[src/rtl/axilite_gpio_in_if.sv]
// AXI4-Lite bus bundle for axilite_gpio_in.
// Carries the AW, W, B, AR and R channels.
// The master modport drives requests, and the slave modport drives responses.
interface axilite_if #(
   parameter int ADDR_WIDTH = 32
);
   logic [ADDR_WIDTH-1:0] awaddr;
   logic                  awvalid;
   logic                  awready;
   logic [31:0]           wdata;
   logic [3:0]            wstrb;
   logic                  wvalid;
   logic                  wready;
   logic [1:0]            bresp;
   logic                  bvalid;
   logic                  bready;
   logic [ADDR_WIDTH-1:0] araddr;
   logic                  arvalid;
   logic                  arready;
   logic [31:0]           rdata;
   logic [1:0]            rresp;
   logic                  rvalid;
   logic                  rready;

   modport master (
      output awaddr, awvalid, wdata, wstrb, wvalid, bready, araddr, arvalid, rready,
      input  awready, wready, bresp, bvalid, arready, rdata, rresp, rvalid
   );

   modport slave (
      input  awaddr, awvalid, wdata, wstrb, wvalid, bready, araddr, arvalid, rready,
      output awready, wready, bresp, bvalid, arready, rdata, rresp, rvalid
   );
endinterface

[src/rtl/axilite_gpio_in.sv]
// AXI4-Lite responder for input GPIOs.
// The block synchronises the pins and exposes their live value.
// It captures enabled rising and falling edges into a sticky W1C STATUS register.
// It raises irq_o while any STATUS bit is set.
//
// Ports:
//   clock_i, reset_ni : clock and asynchronous active-low reset
//   s_axilite         : AXI4-Lite slave (axilite_if.slave); only addr[4:2] is decoded
//   gpio_in_i         : asynchronous input pins
//   irq_o             : level interrupt, |STATUS
//
// Map: 0x00 DATA, 0x04 RISE_EN, 0x08 FALL_EN, 0x0C STATUS (W1C), 0x10 RAW_EDGE.
//      0x14-0x1C respond SLVERR.
module axilite_gpio_in #(
   parameter int NUM_GPIO   = 16,
   parameter int ADDR_WIDTH = 32
) (
   input  logic                clock_i,
   input  logic                reset_ni,
   axilite_if.slave            s_axilite,
   input  logic [NUM_GPIO-1:0] gpio_in_i,
   output logic                irq_o
);

   typedef enum logic [1:0] {W_IDLE, W_HAVE_AW, W_HAVE_W, W_RESP} wr_state_t;
   typedef enum logic       {R_IDLE, R_RESP} rd_state_t;

   logic [NUM_GPIO-1:0] sync1, sync2, prev, rise, fall;
   logic [NUM_GPIO-1:0] rise_en, fall_en, status, status_nxt, clr, wmask, wval;

   // ---------------- input path ----------------
   always_ff @(posedge clock_i or negedge reset_ni) begin
      if (!reset_ni) begin
         sync1 <= '0;
         sync2 <= '0;
         prev  <= '0;
      end else begin
         sync1 <= gpio_in_i;
         sync2 <= sync1;
         prev  <= sync2;
      end
   end

   assign rise = sync2 & ~prev;
   assign fall = ~sync2 & prev;

   // ---------------- write channel ----------------
   wr_state_t   wr_state, wr_state_nxt;
   logic [2:0]  aw_idx_q, wr_idx;
   logic [31:0] wdata_q, wr_data, wr_mask32;
   logic [3:0]  wstrb_q, wr_strb;
   logic [1:0]  bresp_q;
   logic        aw_hs, w_hs, commit;

   assign s_axilite.awready = (wr_state == W_IDLE) || (wr_state == W_HAVE_W);
   assign s_axilite.wready  = (wr_state == W_IDLE) || (wr_state == W_HAVE_AW);
   assign s_axilite.bvalid  = (wr_state == W_RESP);
   assign s_axilite.bresp   = bresp_q;

   assign aw_hs  = s_axilite.awvalid && s_axilite.awready;
   assign w_hs   = s_axilite.wvalid && s_axilite.wready;
   // Commit on the edge that completes the AW/W pair, whichever order they came in.
   assign commit = (aw_hs && w_hs) ||
                   (aw_hs && wr_state == W_HAVE_W) ||
                   (w_hs  && wr_state == W_HAVE_AW);

   // An earlier-accepted channel is served from its holding register.
   assign wr_idx  = (wr_state == W_HAVE_AW) ? aw_idx_q : s_axilite.awaddr[4:2];
   assign wr_data = (wr_state == W_HAVE_W) ? wdata_q : s_axilite.wdata;
   assign wr_strb = (wr_state == W_HAVE_W) ? wstrb_q : s_axilite.wstrb;

   assign wr_mask32 = {{8{wr_strb[3]}}, {8{wr_strb[2]}}, {8{wr_strb[1]}}, {8{wr_strb[0]}}};
   assign wmask     = wr_mask32[NUM_GPIO-1:0];
   assign wval      = wr_data[NUM_GPIO-1:0] & wmask;

   always_ff @(posedge clock_i or negedge reset_ni) begin
      if (!reset_ni) wr_state <= W_IDLE;
      else           wr_state <= wr_state_nxt;
   end

   always_comb begin
      wr_state_nxt = wr_state;
      case (wr_state)
         W_IDLE:    if (commit) wr_state_nxt = W_RESP;
                    else if (aw_hs) wr_state_nxt = W_HAVE_AW;
                    else if (w_hs)  wr_state_nxt = W_HAVE_W;
         W_HAVE_AW: if (commit) wr_state_nxt = W_RESP;
         W_HAVE_W:  if (commit) wr_state_nxt = W_RESP;
         W_RESP:    if (s_axilite.bready) wr_state_nxt = W_IDLE;
         default:   wr_state_nxt = W_IDLE;
      endcase
   end

   always_ff @(posedge clock_i or negedge reset_ni) begin
      if (!reset_ni) begin
         aw_idx_q <= '0;
         wdata_q  <= '0;
         wstrb_q  <= '0;
         bresp_q  <= 2'b00;
         rise_en  <= '0;
         fall_en  <= '0;
      end else begin
         if (aw_hs) aw_idx_q <= s_axilite.awaddr[4:2];
         if (w_hs) begin
            wdata_q <= s_axilite.wdata;
            wstrb_q <= s_axilite.wstrb;
         end
         if (commit) begin
            bresp_q <= (wr_idx > 3'd4) ? 2'b10 : 2'b00;
            if (wr_idx == 3'd1) rise_en <= (rise_en & ~wmask) | wval;
            if (wr_idx == 3'd2) fall_en <= (fall_en & ~wmask) | wval;
         end
      end
   end

   // Captured edges are ORed in after the clear, so a same-edge set survives a W1C.
   assign clr        = (commit && wr_idx == 3'd3) ? wval : '0;
   assign status_nxt = (status & ~clr) | (rise & rise_en) | (fall & fall_en);

   always_ff @(posedge clock_i or negedge reset_ni) begin
      if (!reset_ni) status <= '0;
      else           status <= status_nxt;
   end

   assign irq_o = |status;

   // ---------------- read channel ----------------
   rd_state_t   rd_state, rd_state_nxt;
   logic [2:0]  rd_idx;
   logic [31:0] rd_val, rdata_q;
   logic [1:0]  rresp_q;
   logic        ar_hs;

   assign s_axilite.arready = (rd_state == R_IDLE);
   assign s_axilite.rvalid  = (rd_state == R_RESP);
   assign s_axilite.rdata   = rdata_q;
   assign s_axilite.rresp   = rresp_q;
   assign ar_hs             = s_axilite.arvalid && s_axilite.arready;
   assign rd_idx            = s_axilite.araddr[4:2];

   always_comb begin
      rd_val = '0;
      case (rd_idx)
         3'd0:    rd_val = 32'(sync2);
         3'd1:    rd_val = 32'(rise_en);
         3'd2:    rd_val = 32'(fall_en);
         3'd3:    rd_val = 32'(status);
         3'd4:    rd_val = 32'(rise | fall);
         default: rd_val = '0;
      endcase
   end

   always_ff @(posedge clock_i or negedge reset_ni) begin
      if (!reset_ni) rd_state <= R_IDLE;
      else           rd_state <= rd_state_nxt;
   end

   always_comb begin
      rd_state_nxt = rd_state;
      case (rd_state)
         R_IDLE:  if (ar_hs) rd_state_nxt = R_RESP;
         R_RESP:  if (s_axilite.rready) rd_state_nxt = R_IDLE;
         default: rd_state_nxt = R_IDLE;
      endcase
   end

   always_ff @(posedge clock_i or negedge reset_ni) begin
      if (!reset_ni) begin
         rdata_q <= '0;
         rresp_q <= 2'b00;
      end else if (ar_hs) begin
         rdata_q <= rd_val;
         rresp_q <= (rd_idx > 3'd4) ? 2'b10 : 2'b00;
      end
   end

   // Address bits above [4:2] and data/strobe bits beyond NUM_GPIO are intentionally ignored.
   logic unused_bits;
   assign unused_bits = ^{s_axilite.awaddr[ADDR_WIDTH-1:0], s_axilite.araddr[ADDR_WIDTH-1:0],
                          wr_data, wr_mask32};

endmodule

[src/flat_wrapper.sv]
// flat-port wrapper written by rule: the top's interface ports become plain ports
module axilite_gpio_in_flat 
#(
   parameter int NUM_GPIO   = 16,
   parameter int ADDR_WIDTH = 32
)
  (clock_i, reset_ni, gpio_in_i, irq_o, s_axilite_awaddr, s_axilite_awvalid, s_axilite_wdata, s_axilite_wstrb, s_axilite_wvalid, s_axilite_bready, s_axilite_araddr, s_axilite_arvalid, s_axilite_rready, s_axilite_awready, s_axilite_wready, s_axilite_bresp, s_axilite_bvalid, s_axilite_arready, s_axilite_rdata, s_axilite_rresp, s_axilite_rvalid);
  axilite_if #(.ADDR_WIDTH(ADDR_WIDTH)) s_axilite_i ();
  input  logic clock_i;
  input  logic reset_ni;
  input  logic [NUM_GPIO-1:0] gpio_in_i;
  output logic irq_o;
  input wire logic [$bits(s_axilite_i.awaddr)-1:0] s_axilite_awaddr;
  input wire logic [$bits(s_axilite_i.awvalid)-1:0] s_axilite_awvalid;
  input wire logic [$bits(s_axilite_i.wdata)-1:0] s_axilite_wdata;
  input wire logic [$bits(s_axilite_i.wstrb)-1:0] s_axilite_wstrb;
  input wire logic [$bits(s_axilite_i.wvalid)-1:0] s_axilite_wvalid;
  input wire logic [$bits(s_axilite_i.bready)-1:0] s_axilite_bready;
  input wire logic [$bits(s_axilite_i.araddr)-1:0] s_axilite_araddr;
  input wire logic [$bits(s_axilite_i.arvalid)-1:0] s_axilite_arvalid;
  input wire logic [$bits(s_axilite_i.rready)-1:0] s_axilite_rready;
  output wire logic [$bits(s_axilite_i.awready)-1:0] s_axilite_awready;
  output wire logic [$bits(s_axilite_i.wready)-1:0] s_axilite_wready;
  output wire logic [$bits(s_axilite_i.bresp)-1:0] s_axilite_bresp;
  output wire logic [$bits(s_axilite_i.bvalid)-1:0] s_axilite_bvalid;
  output wire logic [$bits(s_axilite_i.arready)-1:0] s_axilite_arready;
  output wire logic [$bits(s_axilite_i.rdata)-1:0] s_axilite_rdata;
  output wire logic [$bits(s_axilite_i.rresp)-1:0] s_axilite_rresp;
  output wire logic [$bits(s_axilite_i.rvalid)-1:0] s_axilite_rvalid;
  assign s_axilite_i.awaddr = s_axilite_awaddr;
  assign s_axilite_i.awvalid = s_axilite_awvalid;
  assign s_axilite_i.wdata = s_axilite_wdata;
  assign s_axilite_i.wstrb = s_axilite_wstrb;
  assign s_axilite_i.wvalid = s_axilite_wvalid;
  assign s_axilite_i.bready = s_axilite_bready;
  assign s_axilite_i.araddr = s_axilite_araddr;
  assign s_axilite_i.arvalid = s_axilite_arvalid;
  assign s_axilite_i.rready = s_axilite_rready;
  assign s_axilite_awready = s_axilite_i.awready;
  assign s_axilite_wready = s_axilite_i.wready;
  assign s_axilite_bresp = s_axilite_i.bresp;
  assign s_axilite_bvalid = s_axilite_i.bvalid;
  assign s_axilite_arready = s_axilite_i.arready;
  assign s_axilite_rdata = s_axilite_i.rdata;
  assign s_axilite_rresp = s_axilite_i.rresp;
  assign s_axilite_rvalid = s_axilite_i.rvalid;
  axilite_gpio_in #(.NUM_GPIO(NUM_GPIO), .ADDR_WIDTH(ADDR_WIDTH)) u_core (.clock_i(clock_i), .reset_ni(reset_ni), .s_axilite(s_axilite_i), .gpio_in_i(gpio_in_i), .irq_o(irq_o));
endmodule
[config.mk]
export PLATFORM = sky130hd
export DESIGN_NAME = axilite_gpio_in_flat
export DESIGN_NICKNAME = d
export VERILOG_FILES = /design/src/rtl/axilite_gpio_in_if.sv /design/src/rtl/axilite_gpio_in.sv /design/src/flat_wrapper.sv
export SDC_FILE = /design/constraint.sdc
export NUM_CORES = 1
export LEC_CHECK = 0
export CORE_ASPECT_RATIO = 0.8
export CORE_MARGIN = 2
export CORE_UTILIZATION = 41
export CTS_CLUSTER_DIAMETER = 150
export DETAILED_ROUTE_END_ITERATION = 7
export PLACE_DENSITY = 0.72
export SLEW_MARGIN = 30
export SYNTH_ARGS = -nofsm -noshare
export SYNTH_HDL_FRONTEND = slang
export SYNTH_SLANG_ARGS = --single-unit
[constraint.sdc]
create_clock -name clock_i -period 1.8 [get_ports clock_i]
set_input_delay 0.36 -clock clock_i [delete_from_list [all_inputs] [get_ports clock_i]]
set_output_delay 0.36 -clock clock_i [all_outputs]
set_load 0.1 [all_outputs]
==> flow_summary.json, run 1 <==
{
  "status": "complete, but fails checks",
  "violations": "negative setup slack",
  "p_clk_frac": 0.237,
  "pre_cts_slack_ns": -0.3255,
  "p_int_mw": 9.362,
  "numCtsBuffers": 17,
  "comb_power_share": 0.435,
  "ys_seq_elements": 138,
  "drc": 0,
  "root_buffer": "clkbuf_16",
  "required_ns": 1.44,
  "ys_types": 37,
  "nets": 784,
  "synth_top_cell_by_area": "dfrtp_1",
  "startpoint_type": "register",
  "critPathKind": "register to primary output",
  "ys_top_cells_by_area": "dfrtp_1, mux2_2, ha_1, mux2i_1, a221o_1",
  "drive_above_1_share": 0.3501,
  "p_per_area_nw_per_um2": 1655,
  "syn_area_um2": 6436,
  "syn_inst": 499,
  "max-cap-violations": 0,
  "clkTransAtPathRegs_ns": 0.06,
  "cp_data_arrival_time_ns": 1.72,
  "synth.top_cell.area_share": 0.5365,
  "switchingPower_mw": 5.474,
  "rows": 40,
  "hp-class": "primary input to asynchronous set/reset pin",
  "regToRegSetupSlack_ns": -0.22,
  "place.gp.congestion": 0.8415,
  "syn_avg_cell_area_um2": 12.90,
  "grt_pass1_wl_mm": 24.55,
  "grt_use_total": 0.1952,
  "fin_area_um2": 8964,
  "fin_ws_ns": -0.2835,
  "die_h_um": 116.1,
  "rr_startpoint": "u_core.wr_state[1]",
  "area_delta_synth_final_pct": 39.27,
  "leakage_nw": 4.095,
  "finalHoldViolations": 0,
  "coreArea_um2": 15160,
  "io_buffers": 70,
  "power.share.sequential": 0.328,
  "clock_skew_ns": 0.01090,
  "via_per_inst": 5.213,
  "drtAntennaViolNets": 0,
  "place_hpwl_mm": 10.14,
  "finalSetupViolCount": 67,
  "grt_max_degree": 62,
  "first_pass_iters": 5,
  "hold_slack_ns": 0.3412,
  "synth.yosys.warnings": 0,
  "antenna_found_initial": 0,
  "rsz0062_at_grt": "true",
  "num_vias": 4415,
  "wl_per_cell_um": 18.31,
  "gr-total-overflow": 0,
  "swShare": 0.3690,
  "max_freq_mhz": 480.0,
  "clkLatencyLatePin_ns": 0.42,
  "end_kind": "primary output",
  "min_period_ns": 2.083,
  "placed_area_um2": 7938,
  "dieArea_um2": 16720,
  "peakVddDrop_mv": 1.399,
  "cts_tree": "done",
  "die_w_um": 144.1,
  "htree_levels": 4,
  "grt_pass1_vias": 4789,
  "r2r_cells": 7,
  "dr.first_iter.drc_count": 255,
  "clock_path_buffers": 2,
  "yosysSeqAreaShare": 0.5365,
  "crit_fanout": 2,
  "wl_mm": 15.51,
  "num_io_pins": 165,
  "timing.final.crit_share": 1.157,
  "clock_sinks": 138,
  "antenna_cells": 0,
  "initial_utilization": 0.4244,
  "drv_slew": 0
}
[cells in the final DEF (no fill, tap or decap), drive strengths merged, types with 3 or more instances in the layout]
| cell type | instances |
|---|---|
| clkdlybuf4s50 | 44 |
| nand3 | 4 |
| dfrtp | 138 |
| nand2 | 10 |
| a31oi | 20 |
| o21ai | 4 |
| nand4 | 4 |
| a221o | 15 |
| mux2 | 73 |
| clkinvlp | 6 |
| nor2 | 21 |
| ha | 37 |
| nor2b | 18 |
| nor4 | 4 |
| inv | 35 |
| buf | 79 |
| nand2b | 3 |
| a22oi | 16 |
| mux2i | 35 |
| clkbuf | 22 |
| o22ai | 15 |
| conb | 18 |
| clkinv | 3 |
[through the flow]
| stage | cells | power (mW) | setup TNS (ns) | util |
|---|---|---|---|---|
| 3_3_place_gp | 801 | 10.19 | -13.21 | 0.5234 |
| 2_1_floorplan | 516 | 8.417 | -4.576 | - |
| 3_5_place_dp | 801 | 10.40 | -15.50 | 0.5234 |
| 6_report | 847 | 14.84 | -7.245 | 0.5911 |
| 5_1_grt | 847 | 15.54 | -12.16 | 0.5911 |
| 4_1_cts | 841 | 14.51 | -5.783 | 0.5792 |
[how the worst max path moves through the flow]
stage	startpoint	to	slack, ns	cells past startpoint
floorplan	u_core.s_axilite.rvalid	u_core.s_axilite.rdata[14]	-0.27	5
global placement	s_axilite_araddr[4]	u_core.s_axilite.rdata[4]	-0.28	4
detailed placement	s_axilite_awvalid	register	-0.33	5
CTS	u_core.wr_state[1]	s_axilite_awready	-0.30	7
global route	u_core.wr_state[1]	s_axilite_awready	-0.35	7
finish	u_core.wr_state[1]	s_axilite_awready	-0.28	7
[final cells by class]
type	count	area (um^2)
Fill cell	1149	6201
Sequential cell	138	3458
Multi-Input combinational cell	307	3022
Timing Repair Buffer	124	1479
Clock buffer	22	484.2
Tap cell	210	262.8
Inverter	36	141.4
Clock inverter	10	116.4
[kinds of logic (layout without fill, tap and decap cells)]
group / count (synthesis) / in the layout / synth area share
other cells: 1 / 18 / 0.0005826
mux: 108 / 108 / 0.1847
fa+ha+maj: 37 / 37 / 0.07193
buf+inv: 71 / 192 / 0.05618
compound gates: 73 / 73 / 0.08476
flops: 138 / 138 / 0.5365
simple gates: 71 / 71 / 0.06532
[synthesized netlist by cell type]
cell type,instances
a211oi_1,1
a21oi_1,1
a221o_1,15
a22oi_1,16
a31oi_1,19
a31oi_4,1
and3_1,2
buf_1,1
buf_2,10
buf_4,20
buf_6,1
clkbuf_1,3
conb_1,1
dfrtp_1,138
ha_1,37
inv_1,36
mux2_2,72
mux2_4,1
mux2i_1,34
mux2i_4,1
nand2_1,8
nand2_2,2
nand2b_1,3
nand3_1,2
nand3_2,2
nand3b_1,1
nand4_1,2
nand4_4,2
nor2_1,19
nor2_4,2
nor2b_1,18
nor3_1,2
nor4_1,4
o21ai_0,4
o221ai_1,1
o22ai_1,15
or2_2,2
[per-layer routing]
metal	track usage	vias up	routed length [um]
li1	-	2012	-
met1	0.2495	2233	6824
met2	0.3200	148	7564
met3	0.05950	22	907
met4	0.06340	0	209
met5	0	-	0
[power by group through the flow]
stage	registers [mW]	logic (mW)	clock network, mW
global placement	4.76	5.43	0
detailed placement	4.83	5.57	0
CTS	4.83	6.10	3.57
floorplan	5.42	2.99	0
global route	4.99	6.82	3.74
finish	4.87	6.45	3.52
[critical path: stages (launching register included)]
cell	delay (ns)
dfrtp_1	0.36
inv_2	0.05
buf_6	0.11
ha_4	0.15
buf_6	0.11
buf_6	0.10
or2_4	0.25
buf_12	0.17
[repair_timing]
| action | CTS | global route |
|---|---|---|
| pin swaps | 8 | 13 |
| hold buffers | 1 | 0 |
| setup buffers | 7 | 10 |
| gates cloned | 1 | 0 |
| setup endpoints to repair | 56 | 86 |
| gates resized for setup | 38 | 29 |
| hold endpoints to repair | 12 | 0 |
No activity file was read; power rests on OpenSTA's default activity.
==> run 2, diff against run 1 <==
--- a/config.mk
+++ b/config.mk
@@ -8,6 +8,7 @@
 export CORE_ASPECT_RATIO = 0.8
 export CORE_MARGIN = 2
 export CORE_UTILIZATION = 41
+export CTS_BUF_LIST = sky130_fd_sc_hd__clkbuf_2 sky130_fd_sc_hd__clkbuf_4 sky130_fd_sc_hd__clkbuf_8
 export CTS_CLUSTER_DIAMETER = 150
 export DETAILED_ROUTE_END_ITERATION = 7
 export PLACE_DENSITY = 0.72
==> run 2 against run 1 <==
The flow still finishes with violations (negative setup slack). Highest routed layer unchanged. Via count shrank 1.4%. Final cell count shrank 0.12%. Sequential share of layout area grew 0.82 points. Largest cell class unchanged. Final area shrank 2.1%. Register-to-register slack lost 0.06 ns. First-iteration DRC count shrank 27%.
==> flow_summary.json, run 2 (synthesized netlist as in run 1, its figures left out) <==
{
  "violations": "negative setup slack",
  "cts_tree": "done",
  "max-cap-violations": 0,
  "antenna_cells": 0,
  "clkTransAtPathRegs_ns": 0.08,
  "final_common_cell": "dfrtp_1",
  "initial_utilization": 0.4244,
  "total_power_mw": 13.95,
  "num_vias": 4355,
  "regArea_um2": 3458,
  "finalHoldViolations": 0,
  "power.share.sequential": 0.348,
  "via_per_inst": 5.148,
  "crit_fanout": 2,
  "grt_max_degree": 62,
  "cp_common_cell": "buf_6",
  "swShare": 0.3843,
  "finalSetupViolCount": 71,
  "grtUsageMet1": 0.2572,
  "coreArea_um2": 15160,
  "fin_area_um2": 8777,
  "rsz0062_at_grt": "true",
  "htree_levels": 4,
  "pre_cts_slack_ns": -0.3255,
  "max_stage_delay_ns": 0.37,
  "clock_sinks": 138,
  "drc": 0,
  "clock_skew_ns": 0.008966,
  "comb_power_share": 0.466,
  "drive_above_1_share": 0.3459,
  "wl_mm": 15.47,
  "p_per_area_nw_per_um2": 1590,
  "wl_per_cell_um": 18.28,
  "numCtsBuffers": 17,
  "place.gp.congestion": 0.8415,
  "die_h_um": 116.1,
  "grt_use_total": 0.2015,
  "final_util": 0.5788,
  "area_delta_synth_final_pct": 36.37,
  "use_met2": 0.3429,
  "dieArea_um2": 16720,
  "placed_area_um2": 7938,
  "critPathSlowestCell": "dfrtp_1",
  "max_freq_mhz": 468.7,
  "p_int_mw": 8.590,
  "num_io_pins": 165,
  "die_w_um": 144.1,
  "timing.final.crit_share": 1.185,
  "status": "complete, but fails checks",
  "io_buffers": 70,
  "clock_path_buffers": 2,
  "clkLatencyLatePin_ns": 0.45,
  "nFillCells": 1165,
  "antenna_found_initial": 0,
  "rows": 40,
  "nets": 783,
  "cp_cell_sequence": "inv_2, buf_6, ha_4, buf_6, buf_6, or2_4, buf_12",
  "leakage_nw": 4.027,
  "fin_ws_ns": -0.3335,
  "required_ns": 1.44,
  "p_clk_frac": 0.185,
  "min_period_ns": 2.134,
  "place_hpwl_mm": 10.14,
  "multi_input_area_um2": 3022,
  "grt_pass1_wl_mm": 25.27,
  "final_cell_mix": "dfrtp_1, mux2_2, clkdlybuf4s50_1",
  "startpoint_type": "register",
  "root_buffer": "clkbuf_8",
  "first_pass_iters": 5,
  "gr-total-overflow": 0,
  "end_kind": "primary output",
  "grt_pass1_vias": 4812,
  "cp_data_arrival_time_ns": 1.77,
  "critPathKind": "register to primary output",
  "dr.first_iter.drc_count": 186,
  "drv_slew": 0,
  "met3_usage": 0.04752,
  "final_cells": 846,
  "peakVddDrop_mv": 1.409,
  "drtAntennaViolNets": 0,
  "hp-class": "primary input to asynchronous set/reset pin",
  "dp_cells": 801,
  "grt_busiest_layer": "met2",
  "switchingPower_mw": 5.362
}
## run 2: changes by cell type in the layout (fill, tap and decap cells not counted), moves of 2 or more
| cell | before | now |
|---|---|---|
| a31oi_2 | 2 | 0 |
| nand3_4 | 4 | 2 |
| clkbuf_8 | 4 | 21 |
| clkbuf_16 | 17 | 0 |
| mux2_2 | 47 | 45 |
| buf_4 | 38 | 34 |
| mux2_4 | 26 | 28 |
| a31oi_4 | 3 | 5 |
| buf_6 | 8 | 11 |
## run 2: final timing paths
| check | slack (ns) | from | cells past startpoint | to |
|---|---|---|---|---|
| worst min-delay path | 0.31 | reset_ni | 2 | u_core.wdata_q[15] |
| worst max-delay path | -0.33 | u_core.wr_state[1] | 7 | s_axilite_awready |
| worst max register to register | -0.28 | u_core.wr_state[1] | 8 | register |
| min in group clock_i | 0.34 | gpio_in_i[0] | 1 | u_core.sync1[0] |
| max in group asynchronous | 0.94 | reset_ni | 3 | u_core.sync1[4] |
| worst min register to register | 0.35 | u_core.sync1[7] | 0 | u_core.sync2[7] |
## run 2: timing repair
item | in CTS | in global routing
resized for setup | 54 | 14
endpoints found under the hold margin | 54 | 0
buffers inserted | 11 | 5
pin swaps | 12 | 12
endpoints found under the setup margin | 54 | 86
hold buffers | 1 | 0
gates cloned | 1 | 0
## run 2: critical path: cells and delay by family (launching register included)
family	cells	cell delay [ns]
flops	1	0.37
fa+ha+maj	1	0.15
simple gates	1	0.26
buf+inv	5	0.54
## run 2: routing by layer
| layer | wire (um) | part of all wire | vias up |
|---|---|---|---|
| li1 | - | - | 1997 |
| met1 | 6860 | 0.44 | 2227 |
| met2 | 7708 | 0.50 | 116 |
| met3 | 753 | 0.049 | 15 |
| met4 | 142 | 0.0092 | 0 |
| met5 | 0 | 0 | - |
## run 2: metrics by stage
step / setup TNS [ns] / hold slack, ns
floorplan: -4.576 / 0.06441
global placement: -13.21 / 0.2048
detailed placement: -15.50 / 0.2026
CTS: -11.17 / 0.2734
global route: -17.99 / 0.2896
finish: -13.18 / 0.3064
## run 2: layout make-up
class / instances / share of cell area
flip-flops and latches: 138 / 0.3940
multi-input cells: 307 / 0.3443
repair buffers: 123 / 0.1689
clock buffers: 22 / 0.03378
well taps: 210 / 0.02994
inverters: 36 / 0.01582
clock inverters: 10 / 0.01326
## run 2: power groups by stage
stage | Sequential [mW] | Combinational [mW] | Clock (mW)
after floorplan | 5.42 | 2.99 | 0
after global placement | 4.76 | 5.43 | 0
after detailed placement | 4.83 | 5.57 | 0
after CTS | 4.83 | 6.32 | 2.66
after global routing | 4.97 | 6.88 | 2.81
final | 4.86 | 6.51 | 2.58
